===== config.mk =====
export PLATFORM = sky130hd
export DESIGN_NAME = lcd_write_arbiter
export DESIGN_NICKNAME = d
export VERILOG_FILES = /design/src/rtl/lcd_write_arbiter.sv
export SDC_FILE = /design/constraint.sdc
export NUM_CORES = 1
export LEC_CHECK = 0
export BUFFER_PORTS_ARGS = -buffer_cell sky130_fd_sc_hd__buf_4
export CORE_UTILIZATION = 55
export DETAILED_ROUTE_END_ITERATION = 6
export PLACE_DENSITY = 0.85
export REMOVE_ABC_BUFFERS = 1
export SLEW_MARGIN = 10
export SYNTH_ARGS = -nofsm -noshare
export SYNTH_HDL_FRONTEND = slang
export SYNTH_SLANG_ARGS = --single-unit

===== constraint.sdc =====
create_clock -name sys_clk -period 3 [get_ports sys_clk]
set_input_delay 0.75 -clock sys_clk [delete_from_list [all_inputs] [get_ports sys_clk]]
set_output_delay 0.75 -clock sys_clk [all_outputs]
set_load 0.005 [all_outputs]

===== src/rtl/lcd_write_arbiter.sv =====
// Shares one 9-bit LCD write driver between the init, show_char and show_pic clients.
// Define LCD_ARB_TIMEOUT_EN to add a per-grant watchdog that drives err_timeout.
module lcd_write_arbiter #(
  parameter logic [15:0] POR_CYCLES  = 16'd10,
  parameter logic [3:0]  GAP_CYCLES  = 4'd2,
  parameter logic [23:0] TIMEOUT_CYC = 24'd10_000_000
) (
  input  logic       sys_clk,
  input  logic       sys_rst_n,
  output logic       init_start,
  input  logic [8:0] init_data,
  input  logic       en_write_init,
  input  logic       init_done,
  output logic       init_wr_done,
  input  logic       req_char,
  output logic       show_char_flag,
  input  logic [8:0] show_char_data,
  input  logic       en_write_show_char,
  input  logic       show_char_done,
  output logic       char_wr_done,
  input  logic       req_pic,
  output logic       show_pic_flag,
  input  logic [8:0] show_pic_data,
  input  logic       en_write_show_pic,
  input  logic       show_pic_done,
  output logic       pic_wr_done,
  input  logic       wr_done,
  output logic [8:0] data,
  output logic       en_write,
  output logic       busy,
  output logic [1:0] grant,
  output logic       err_timeout
);

  localparam logic [1:0] GrNone = 2'b00;
  localparam logic [1:0] GrInit = 2'b01;
  localparam logic [1:0] GrChar = 2'b10;
  localparam logic [1:0] GrPic  = 2'b11;

  typedef enum logic [2:0] {
    StPor, StInitGo, StInit, StGap, StIdle, StChar, StPic
  } state_e;

  state_e      state_q;
  logic [15:0] por_cnt_q;
  logic [3:0]  gap_cnt_q;
  logic        pend_char_q, pend_pic_q;
  logic        last_pic_q;
  logic        init_start_q, char_flag_q, pic_flag_q, busy_q;
  logic [1:0]  grant_q;
  logic        cur_done, tmo_hit, pick_char, pick_pic;

  // Routing follows the registered grant, so wr_done passes through with no latency.
  always_comb begin
    data         = 9'h000;
    en_write     = 1'b0;
    init_wr_done = 1'b0;
    char_wr_done = 1'b0;
    pic_wr_done  = 1'b0;
    cur_done     = 1'b0;
    case (grant_q)
      GrInit: begin
        data         = init_data;
        en_write     = en_write_init;
        init_wr_done = wr_done;
        cur_done     = init_done;
      end
      GrChar: begin
        data         = show_char_data;
        en_write     = en_write_show_char;
        char_wr_done = wr_done;
        cur_done     = show_char_done;
      end
      GrPic: begin
        data         = show_pic_data;
        en_write     = en_write_show_pic;
        pic_wr_done  = wr_done;
        cur_done     = show_pic_done;
      end
      default: ;
    endcase
  end

  // Round-robin: with both pending, serve the client that was not served last.
  assign pick_char = pend_char_q & (~pend_pic_q | last_pic_q);
  assign pick_pic  = pend_pic_q & ~pick_char;

`ifdef LCD_ARB_TIMEOUT_EN
  logic [23:0] tmo_cnt_q;
  logic        err_q;

  assign tmo_hit = (grant_q != GrNone) && (tmo_cnt_q == TIMEOUT_CYC - 24'd1) && !cur_done;

  always_ff @(posedge sys_clk or negedge sys_rst_n) begin
    if (!sys_rst_n) begin
      tmo_cnt_q <= '0;
      err_q     <= 1'b0;
    end else begin
      tmo_cnt_q <= (grant_q == GrNone) ? 24'd0 : tmo_cnt_q + 24'd1;
      if (tmo_hit) err_q <= 1'b1;
    end
  end

  assign err_timeout = err_q;
`else
  logic unused_timeout_cyc;
  assign unused_timeout_cyc = ^TIMEOUT_CYC;
  assign tmo_hit            = 1'b0;
  assign err_timeout        = 1'b0;
`endif

  always_ff @(posedge sys_clk or negedge sys_rst_n) begin
    if (!sys_rst_n) begin
      state_q      <= StPor;
      por_cnt_q    <= '0;
      gap_cnt_q    <= '0;
      pend_char_q  <= 1'b0;
      pend_pic_q   <= 1'b0;
      last_pic_q   <= 1'b1;
      init_start_q <= 1'b0;
      char_flag_q  <= 1'b0;
      pic_flag_q   <= 1'b0;
      busy_q       <= 1'b0;
      grant_q      <= GrNone;
    end else begin
      init_start_q <= 1'b0;
      char_flag_q  <= 1'b0;
      pic_flag_q   <= 1'b0;
      unique case (state_q)
        StPor: begin
          busy_q <= 1'b1;
          if (por_cnt_q == POR_CYCLES - 16'd1) begin
            state_q      <= StInitGo;
            init_start_q <= 1'b1;
          end else begin
            por_cnt_q <= por_cnt_q + 16'd1;
          end
        end
        StInitGo: begin
          state_q <= StInit;
          grant_q <= GrInit;
        end
        StInit, StChar, StPic: begin
          if (cur_done || tmo_hit) begin
            state_q   <= StGap;
            grant_q   <= GrNone;
            gap_cnt_q <= '0;
            if (tmo_hit && state_q == StChar) pend_char_q <= 1'b0;
            if (tmo_hit && state_q == StPic)  pend_pic_q  <= 1'b0;
          end
        end
        StGap: begin
          if (gap_cnt_q == GAP_CYCLES - 4'd1) begin
            state_q <= StIdle;
            busy_q  <= 1'b0;
          end else begin
            gap_cnt_q <= gap_cnt_q + 4'd1;
          end
        end
        StIdle: begin
          if (pick_char) begin
            state_q     <= StChar;
            grant_q     <= GrChar;
            char_flag_q <= 1'b1;
            pend_char_q <= 1'b0;
            last_pic_q  <= 1'b0;
            busy_q      <= 1'b1;
          end else if (pick_pic) begin
            state_q    <= StPic;
            grant_q    <= GrPic;
            pic_flag_q <= 1'b1;
            pend_pic_q <= 1'b0;
            last_pic_q <= 1'b1;
            busy_q     <= 1'b1;
          end
        end
        default: state_q <= StPor;
      endcase
      // Placed last so a same-cycle request beats any clear above.
      if (req_char) pend_char_q <= 1'b1;
      if (req_pic)  pend_pic_q  <= 1'b1;
    end
  end

  assign init_start     = init_start_q;
  assign show_char_flag = char_flag_q;
  assign show_pic_flag  = pic_flag_q;
  assign busy           = busy_q;
  assign grant          = grant_q;

endmodule

After elaboration in Yosys (flattened, before gate mapping). Cells that the tools add are included. W data, S select, Z words.

Flip-flop bits (word level): 32. Input port bits: 38. Output and inout port bits: 20. Logic and storage cells: 92.

Add/sub/neg operators: 2. Equal/unequal tests: 17. Multiplexer cells: 38. Bitwise gates (word level): 6. Reductions and logical operators: 18.

Operator list (number): $pmux W9 S3 (1); $mux W1 (21); $add A16 B1 Y16 const B (1); $eq A16 B4 Y1 const B (1); $mux W3 (5); $pmux W3 S5 (1); $reduce_and A3 Y1 (4); $reduce_bool A2 Y1 (6); $ne A2 B2 Y1 const B (5); $eq A3 B3 Y1 const B (3); $pmux W1 S3 (3); $mux W4 (2); $pmux W4 S2 (1); $eq A3 B2 Y1 const B (2); $mux W2 (3); $pmux W2 S3 (1); $reduce_and A2 Y1 (3); $reduce_bool A3 Y1 (2); $add A4 B1 Y4 const B (1); $eq A2 B2 Y1 const B (2); $eq A4 B1 Y1 const B (1); $reduce_and A4 Y1 (1); $eq A3 B1 Y1 const B (1); $logic_not A3 Y1 (1); other kinds (6) (9).

Logic depth before layout (Yosys ltp).
Depth after elaboration: 9. Gate-level depth with buffers: 6. Gate-level depth less buffers: 6.

Worst setup path before layout. Ideal clock, no wire load.

Kind: register to output. Start: register grant_q[0], in the netlist grant[0]. End: output data[0]. Arrival: 1.454 ns. Required time: 2.250 ns. Path slack: 0.796 ns. Stages on the path, launching flop included: 5. Path buffers: 2. Cells stage by stage: dfrtp_1 clkbuf_1 buf_1 mux2_2 a22o_1.

Cells in the longest elaborated chain, start to end: 2. Elaborated cells between the ends (all ways): 4. Those cells by class: eq/ne (3); mux (1).

Ends and longest elaborated chain: from (decl) (line 50) `logic [1:0] grant_q;`; from (signal assigned) (line 124) `grant_q <= GrNone;`; from (signal assigned) (line 141) `grant_q <= GrInit;`; from (signal assigned) (line 146) `grant_q <= GrNone;`; $eq A2 B2 Y1 / $eq A2 B1 Y1 (equally long branches) (line 61) `case (grant_q)`; $pmux W9 S3 (*) (line 61); to (decl) (line 28) `output logic [8:0] data,`.

Every way passes the cells marked *; elsewhere a longest branch is shown, timed or not.

Worst setup path in the final report.
Start: register grant_q[1], in the netlist grant[1]. End: output data[7].

Same word-level chain as after synthesis.

==> flow_metrics.tcl <==
set metrics [dict create \
    first_pass_iters 4 \
    holdWs_ns 0.3283 \
    fin_tns_setup_ns 0 \
    cp_slowest_cell "nor2b_1" \
    htree_levels 2 \
    seq_area_frac_synth_pct 42.85 \
    switchingPower_uw 643.2 \
    power_density_nw_per_um2 731.5 \
    drc_errors 0 \
    wl_met2_um 2037 \
    power_frac_clock_pct 14.6 \
    slew-limit-headroom_pct 54.21 \
    maxCapViolations 0 \
    setup_violations 0 \
    vias 1607 \
    grt_pass1_vias 1529 \
    holdBufCountCts 0 \
    synth-seq-cells 32 \
    max_freq_mhz 377.8 \
    hold_path.class "in -> async" \
    ir_worst_vdd_v 0.0004657 \
    worst_slew_pin_slew_ns 0.6854 \
    root_buffer "clkbuf_4" \
    dr.max_layer_used "met4" \
    seq_power_share_pct 35.8 \
    cp_max_fo 18 \
    hold_violations 0 \
    track_usage_pct 25.03 \
    dr_wl_met3_um 294 \
    grt_antenna_before_repair 0 \
    rsz0062_at_grt "false" \
    placed_area_um2 2302 \
    vias_per_cell 5.599 \
    path_delay_family "simple AND/OR/NAND/NOR gates" \
    ant_nets 0 \
    clk_pin_slew_ns 0.10 \
    drtIter0Drc 59 \
    fillers 238 \
    timing.final.crit_share_pct 88.22 \
    final_layout_size_suffix_gt1_share_pct 34.16 \
    gp_congestion 0.8344 \
    wl_per_cell_um 14.22 \
    syn_inst 188 \
    slew_viol_final 0 \
    fin_crit_ns 2.647 \
    cp.required_ns 2.25 \
    die_y_um 60.34 \
    place_hpwl_um 3058 \
    cts_buffers 5 \
    fin_util_pct 75.56 \
    path_buf_inv 1 \
    grt_max_degree 33 \
    dieArea_um2 3640 \
    nets 284 \
    cts_tree "built" \
    cellInternalPower_uw 1086 \
    placed_cells 279 \
    p_comb_share_pct 49.6 \
    yosysUniqueCellTypes 46 \
    start_util_pct 59.84 \
    port-buffer-count 56 \
    finClkSkew_ns 0.008034 \
    grt.overflow.total 0 \
    rr_worst_depth 4 \
    crit_path_start_kind "register" \
    cts_buffer_depth 2 \
    p_leak_uw 0.001121 \
    clock_latency_ns 0.33 \
    synthesis.area_um2 1872 \
    wl_met1_um 1682 \
    syn-mean-instance-area_um2 9.956 \
    grt_pass1_wl_um 6693 \
    routed_wl_um 4082 \
    num_antenna_cells 0 \
    crit_path_max_incr_delay_ns 0.63 \
    crit_cells 3 \
    core_region_area_um2 3128 \
    worstPathArrival_ns 1.90 \
    die_w_um 60.34 \
    crit_chain "nor2b_1 > a22o_1 > buf_4" \
    cts_resized 0 \
    cts_setup_buffers 0 \
    area_growth_pct 26.27 \
    worstSetupPathType "reg -> out" \
    cts_sinks 32 \
    worstSetupEndpointType "primary output" \
    fin_area_um2 2364 \
    num_rows 20 \
    synth_warnings 0 \
    ios 58 \
    status "finished, final reports clean" \
    fin_cells 287 \
    swShare_pct 37.20 \
]
==> power by group through the flow <==
stage,registers (µW),clock network (µW),logic [µW]
finish,619,252,858
global route,635,278,956
CTS,618,260,864
detailed placement,626,0,856
global placement,619,0,836
floorplan,647,0,480
==> metal layers <==
layer  global-route usage (%)  vias up
li1                         -      781
met1                    28.63      766
met2                    44.74       51
met3                    6.183        9
met4                    9.967        0
met5                        0        -
==> stage by stage <==
stage | setup slack [ns] | power [µW]
after floorplan | 0.9119 | 1128
after global placement | 0.7855 | 1455
after detailed placement | 0.7021 | 1482
after CTS | 0.3330 | 1743
after global routing | 0.2191 | 1869
final | 0.3534 | 1729
==> final timing paths <==
kind	from	end	slack (ns)
min in group sys_clk	por_cnt_q[15]	por_cnt_q[15]	0.49
max in group asynchronous	sys_rst_n	last_pic_q	2.34
worst max-delay path	grant[1]	data[7]	0.35
worst max register to register	state_q[0]	por_cnt_q[15]	0.83
worst min register to register	por_cnt_q[15]	por_cnt_q[15]	0.49
worst min-delay path	sys_rst_n	por_cnt_q[10]	0.33
==> kinds of logic after synthesis <==
| family | share of synthesized area, % |
|---|---|
| AO/OA/AOI/OAI | 16.31 |
| XOR/XNOR | 7.486 |
| adder cells (fa/ha/maj) | 3.209 |
| buffers and inverters | 4.613 |
| flip-flops | 42.85 |
| multiplexers | 7.687 |
| other | 0.2003 |
| AND/OR/NAND/NOR | 17.65 |
==> Yosys cell counts (all sizes together) <==
cell / count / area (µm²)
o21bai: 1 / 7.510
clkbuf: 7 / 26.28
dfrtp: 31 / 775.7
xnor2: 10 / 87.58
ha: 4 / 50.05
o2bb2ai: 1 / 8.760
a211oi: 1 / 7.510
a31oi: 3 / 18.77
or4: 1 / 11.26
and2: 1 / 6.260
dfstp: 1 / 26.28
maj3: 1 / 10.01
nand2b: 3 / 18.77
or3: 2 / 12.51
mux2: 11 / 123.9
o21a: 1 / 7.510
mux2i: 2 / 20.02
a22o: 11 / 96.34
nor2b: 1 / 6.260
nand4: 3 / 18.77
nor3b: 1 / 7.510
a21o: 3 / 22.52
conb: 1 / 3.750
nand2: 13 / 48.80
o22ai: 1 / 6.260
nor3: 6 / 30.03
nand3b: 1 / 7.510
a21bo: 2 / 20.02
or4b: 1 / 13.76
buf: 4 / 33.78
or3b: 1 / 8.760
nor4: 4 / 40.04
a21oi: 8 / 40.04
a2111oi: 1 / 8.760
nor2: 12 / 45.04
o21ai: 9 / 45.04
and3: 4 / 25.02
o31ai: 1 / 7.510
a221oi: 1 / 8.760
nand3: 4 / 20.02
nor4bb: 1 / 10.01
inv: 7 / 26.28
xor2: 6 / 52.55
==> layout make-up <==
type	instances	area, µm²	share of cell area (%)
inverters	7	26.28	1.112
multi-input cells	138	983.4	41.61
clock buffers	6	51.30	2.170
well taps	44	55.05	2.329
clock inverters	2	10.01	0.4235
flip-flops and latches	32	802.0	33.93
repair buffers	58	435.4	18.42
==> state kept, by name, indices dropped and copies added, names as in the netlist, 2 cells and up <==
register and flops:
por_cnt_q 16, grant 2, state_q 3, gap_cnt_q 4
==> cells in the final DEF (no fill, tap or decap), drive strengths merged, types with 2 or more instances in the layout <==
| master | n |
|---|---|
| xnor2 | 10 |
| nor3 | 6 |
| nand2 | 13 |
| nor2 | 12 |
| nor4 | 4 |
| clkbuf | 6 |
| a31oi | 3 |
| nand4 | 3 |
| mux2i | 2 |
| and3 | 4 |
| a22o | 11 |
| a21oi | 8 |
| ha | 4 |
| a21o | 3 |
| dfrtp | 31 |
| a21bo | 2 |
| nand3 | 4 |
| mux2 | 11 |
| nand2b | 3 |
| xor2 | 6 |
| o21ai | 9 |
| inv | 7 |
| clkinv | 2 |
| or3 | 2 |
| buf | 58 |
No activity file was read; power rests on OpenSTA's default activity.
